<file path="src/rtl/seq_detect_prog.sv">
// Programmable Moore sequence detector: divides clk down to a sample tick, shifts w
// into a history register and flags/counts matches against a loadable pattern.
module seq_detect_prog #(
    parameter int             N       = 4,
    parameter logic [N-1:0]   PATTERN = 4'b0011,
    parameter int             DIV     = 100_000_000,
    parameter int             CNT_W   = 8
) (
    input  logic             clk,
    input  logic             rst,
    input  logic             en,
    input  logic             w,
    input  logic             ovl,
    input  logic             pat_load,
    input  logic [N-1:0]     pat_in,
    input  logic             cnt_clr,
    output logic             tick,
    output logic             slow_clk,
    output logic             z,
    output logic [CNT_W-1:0] match_cnt
);

    localparam int DIV_W  = (DIV > 1) ? $clog2(DIV) : 1;
    localparam int FILL_W = $clog2(N + 1);

    localparam logic [DIV_W-1:0]  DIV_LAST  = DIV_W'(DIV - 1);
    localparam logic [DIV_W-1:0]  DIV_HALF  = DIV_W'(DIV / 2);
    localparam logic [FILL_W-1:0] FILL_FULL = FILL_W'(N);

    typedef enum logic {
        FILL,
        ARMED
    } state_t;

    logic [DIV_W-1:0]  div_cnt_q, div_cnt_d;
    logic              tick_q, tick_d;
    logic              slow_clk_q, slow_clk_d;
    logic [N-1:0]      hist_q, hist_d;
    logic [FILL_W-1:0] fill_q, fill_d;
    state_t            state_q, state_d;
    logic [N-1:0]      pat_q, pat_d;
    logic              z_q, z_d;
    logic [CNT_W-1:0]  match_cnt_q, match_cnt_d;

    logic [N-1:0]      hist_shift;
    logic [FILL_W-1:0] fill_inc;
    logic              match;

    always_comb begin
        div_cnt_d = '0;
        if (en) begin
            div_cnt_d = (div_cnt_q == DIV_LAST) ? '0 : div_cnt_q + 1'b1;
        end
        // tick is registered so that it is high exactly while div_cnt_q == DIV-1
        tick_d     = en && (div_cnt_d == DIV_LAST);
        slow_clk_d = (div_cnt_q < DIV_HALF);

        hist_shift = {hist_q[N-2:0], w};
        fill_inc   = (state_q == ARMED) ? FILL_FULL : fill_q + 1'b1;
        match      = tick_q && !pat_load && (fill_inc == FILL_FULL) && (hist_shift == pat_q);

        hist_d = hist_q;
        fill_d = fill_q;
        pat_d  = pat_q;
        z_d    = z_q;
        if (pat_load) begin
            pat_d  = pat_in;
            fill_d = '0;
            z_d    = 1'b0;
        end else if (tick_q) begin
            hist_d = hist_shift;
            z_d    = match;
            fill_d = (match && !ovl) ? '0 : fill_inc;
        end
        state_d = (fill_d == FILL_FULL) ? ARMED : FILL;

        match_cnt_d = match_cnt_q;
        if (cnt_clr) begin
            match_cnt_d = '0;
        end else if (match && (match_cnt_q != '1)) begin
            match_cnt_d = match_cnt_q + 1'b1;
        end
    end

    always_ff @(posedge clk or negedge rst) begin
        if (!rst) begin
            div_cnt_q   <= '0;
            tick_q      <= 1'b0;
            slow_clk_q  <= 1'b0;
            hist_q      <= '0;
            fill_q      <= '0;
            state_q     <= FILL;
            pat_q       <= PATTERN;
            z_q         <= 1'b0;
            match_cnt_q <= '0;
        end else begin
            div_cnt_q   <= div_cnt_d;
            tick_q      <= tick_d;
            slow_clk_q  <= slow_clk_d;
            hist_q      <= hist_d;
            fill_q      <= fill_d;
            state_q     <= state_d;
            pat_q       <= pat_d;
            z_q         <= z_d;
            match_cnt_q <= match_cnt_d;
        end
    end

    assign tick      = tick_q;
    assign slow_clk  = slow_clk_q;
    assign z         = z_q;
    assign match_cnt = match_cnt_q;

endmodule
</file>
<file path="config.mk">
export PLATFORM = sky130hd
export DESIGN_NAME = seq_detect_prog
export DESIGN_NICKNAME = d
export VERILOG_FILES = /design/src/rtl/seq_detect_prog.sv
export SDC_FILE = /design/constraint.sdc
export NUM_CORES = 1
export LEC_CHECK = 0
export BUFFER_PORTS_ARGS = -buffer_cell sky130_fd_sc_hd__clkbuf_2
export CELL_PAD_IN_SITES_DETAIL_PLACEMENT = 2
export CELL_PAD_IN_SITES_GLOBAL_PLACEMENT = 2
export CORE_MARGIN = 8
export CORE_UTILIZATION = 38
export CTS_CLUSTER_DIAMETER = 120
export DETAILED_ROUTE_END_ITERATION = 8
export PLACE_DENSITY_LB_ADDON = 0.1
export SLEW_MARGIN = 0
export SYNTH_ARGS = -nofsm -noshare
export SYNTH_HDL_FRONTEND = slang
export SYNTH_SLANG_ARGS = --single-unit
</file>
<file path="constraint.sdc">
create_clock -name clk -period 2.75 [get_ports clk]
set_input_delay 0.55 -clock clk [delete_from_list [all_inputs] [get_ports clk]]
set_output_delay 0.55 -clock clk [all_outputs]
set_load 0.02 [all_outputs]
</file>
==> reports/results.ini <==
[worst_setup_path]
startpoint_type=flop
cp-end-kind=flop
crit_type=flop to flop
critical_path_required_ns=2.97
cp-startpoint=div_cnt_q[2]$_DFF_PN0_
cp_max_fo=5
r2r-start=div_cnt_q[2]$_DFF_PN0_
worst_ep_arrival_time_ns=2.65

[sta]
setup_viol=0
hold_viol_final=0
rsz0062_at_grt=no
slew_violations=0
fin_ws_ns=0.313
finalCritPeriodShare_pct=88.6
tightest_slew_ns=0.672
fmax_mhz=410
post-route-min-period_ns=2.44
setup-tns-final_ns=0
fin_skew_ns=0.00556
max_slew_margin_pct=55.0

[pwr]
p_total_mw=1.25
p_leak_nw=1.27
cellPowerDensity_mw_per_mm2=431
ir_drop_mv=0.220

[flow_run]
max_cap_viol_count=0

[synth]
syn_avg_cell_area_sq_um=10.1
synthCells=257
ys_seq_elements=49
syn_area_sq_mm=0.00260
yosys_warnings=0
async_flop_share_pct=100
yosys_most_used_dff=dfrtp_1
syn_nets=271
yosysSeqAreaShare_pct=47.3
ys_types=50
synth_edf_count=0

[clock_network]
hold_buffers=0
cts_resized=0
root_buffer=clkbuf_8
cts_setup_buffers=0
cts_tree=built
clock_sinks=49
clk_pin_slew_ns=0.10
cts_buffer_depth=2
htreeDepth=2
clk_latency_ns=0.31
numCtsBuffers=5

[route]
drtIter0Drc=48
wl_per_cell_microns=18.3
detail_route.first_pass.iterations=4
via_count=1966
routed_wl_microns=6630
drc=0
viasPerCell=5.42
ant_nets=0

[global_route]
grt-ovfl-total=0
grt_max_degree=33
grt_pass1_vias=2235
antenna_found_initial=0
grt_pass1_wl_microns=11500
grt_usage_pct=14.7

[cells_and_area]
layout_commonest_cell=dfrtp_1
syn_to_final_growth_pct=11.3
layout-drive-gt1-share_pct=20.1
final_cell_mix=47 x dfrtp_1, 36 x nor2_1, 21 x clkbuf_2, 19 x xor2_1, 18 x xnor2_1
fill_cells=743
final_nets=296
n_antenna_cell=0
post_layout_nonfiller_instances=363

[floorplanning]
die-height_microns=98.7
dieArea_sq_mm=0.00974
die_x_microns=98.7
start_util_pct=38.7
row_count=30
io_pins=22
core_area_sq_mm=0.00672

[placed_design]
gp_congestion=0.799
dp.cells=355
dpl.hpwl_microns=5080
portBuffers=21
pre_cts_ws_ns=0.333

[status]
outcome=finished clean

[hold_path]
hold_class=input pin to async pin

==> registers in the layout, summed over array words and instances, names as in the netlist <==
register,cells
div_cnt_q,27
match_cnt,8
fill_q,3
slow_clk,1
pat_q,4
tick,1
hist_q,3
z,1
state_q,1
==> worst max-delay path, cell delays in order, from the launching register on <==
cell and delay (ns):
dfrtp_1 0.44, nand4_1 0.26, nor4_1 0.39, buf_4 0.20, nand3_1 0.09, xor2_1 0.19, or4b_1 0.47, nor4b_2 0.29
==> per-stage QoR <==
stage / utilization, % / hold WS [ns] / area, sq um
6_report: 43.1 / 0.188 / 2890
4_1_cts: 43.1 / 0.195 / 2890
3_5_place_dp: 41.7 / 0.513 / 2800
5_1_grt: 43.1 / 0.232 / 2890
2_1_floorplan: - / 0.254 / 2600
3_3_place_gp: 41.7 / 0.510 / 2800
==> worst paths after layout <==
kind	endpoint	slack, ns	depth (start not counted)
worst max register to register	tick$_DFF_PN0_	0.31	7
max in group asynchronous	pat_q[1]$_DFFE_PN1P_	1.72	2
worst max-delay path	tick$_DFF_PN0_	0.31	7
worst min-delay path	div_cnt_q[1]$_DFF_PN0_	0.19	1
worst min register to register	div_cnt_q[0]$_DFF_PN0_	0.52	1
min in group clk	pat_q[2]$_DFFE_PN0P_	0.47	2
==> power breakdown <==
group	total, mW	internal [mW]	leakage (nW)	switching, mW
combinational	0.0587	0.0216	0.558	0.0371
sequential	0.740	0.732	0.666	0.00856
clock	0.447	0.181	0.0445	0.265
==> per-layer routing <==
| layer | track usage (%) | vias up | wire length (microns) |
|---|---|---|---|
| li1 | - | 941 | - |
| met1 | 18.3 | 985 | 2970 |
| met2 | 24.5 | 29 | 3320 |
| met3 | 2.82 | 11 | 233 |
| met4 | 5.67 | 0 | 112 |
| met5 | 0 | - | 0 |
==> cell usage after synthesis, types with 2 or more instances <==
library cell / number / share of area, %
clkbuf_1: 5 / 0.72
ha_1: 3 / 1.4
mux2_2: 7 / 3.0
and4_1: 4 / 1.3
inv_1: 5 / 0.72
nand4_1: 9 / 2.2
a21oi_1: 8 / 1.5
nor4_4: 2 / 1.6
nor2b_1: 3 / 0.72
or2_2: 2 / 0.48
nor2_1: 36 / 5.2
mux2i_1: 2 / 0.77
xor2_1: 19 / 6.4
dfstp_2: 2 / 2.0
nor3_1: 7 / 1.3
o21bai_1: 2 / 0.58
and3_2: 2 / 0.58
o21ai_0: 4 / 0.77
dfrtp_1: 47 / 45
nand3_1: 11 / 2.1
and3_1: 5 / 1.2
o21a_1: 2 / 0.58
xnor2_1: 18 / 6.1
nor4b_1: 2 / 0.67
and2_1: 3 / 0.72
nand2_1: 17 / 2.5
nand2b_1: 2 / 0.48
nor4_1: 6 / 1.4
==> area by class of cell <==
| cell class | count | area (sq um) | area share [%] |
|---|---|---|---|
| multi-input combinational | 194 | 1310 | 45.1 |
| sequential | 49 | 1230 | 42.5 |
| timing repair buffer | 27 | 150 | 5.19 |
| tap | 80 | 100 | 3.46 |
| clock buffer | 5 | 68.8 | 2.38 |
| clock inverter | 3 | 21.3 | 0.735 |
| inverter | 5 | 18.8 | 0.649 |
==> kinds of logic after synthesis <==
| kind of cell | count (synthesis) | share of synthesized area (%) |
|---|---|---|
| DFF | 49 | 47.3 |
| and+or+nand+nor | 123 | 27.2 |
| muxes | 9 | 3.80 |
| adders and majority gates | 3 | 1.44 |
| AOI/OAI and AO/OA | 22 | 5.34 |
| buffers and inverters | 14 | 2.50 |
| xor gates and xnor gates | 37 | 12.5 |
Note: power is estimated with default switching activity, not from simulation.
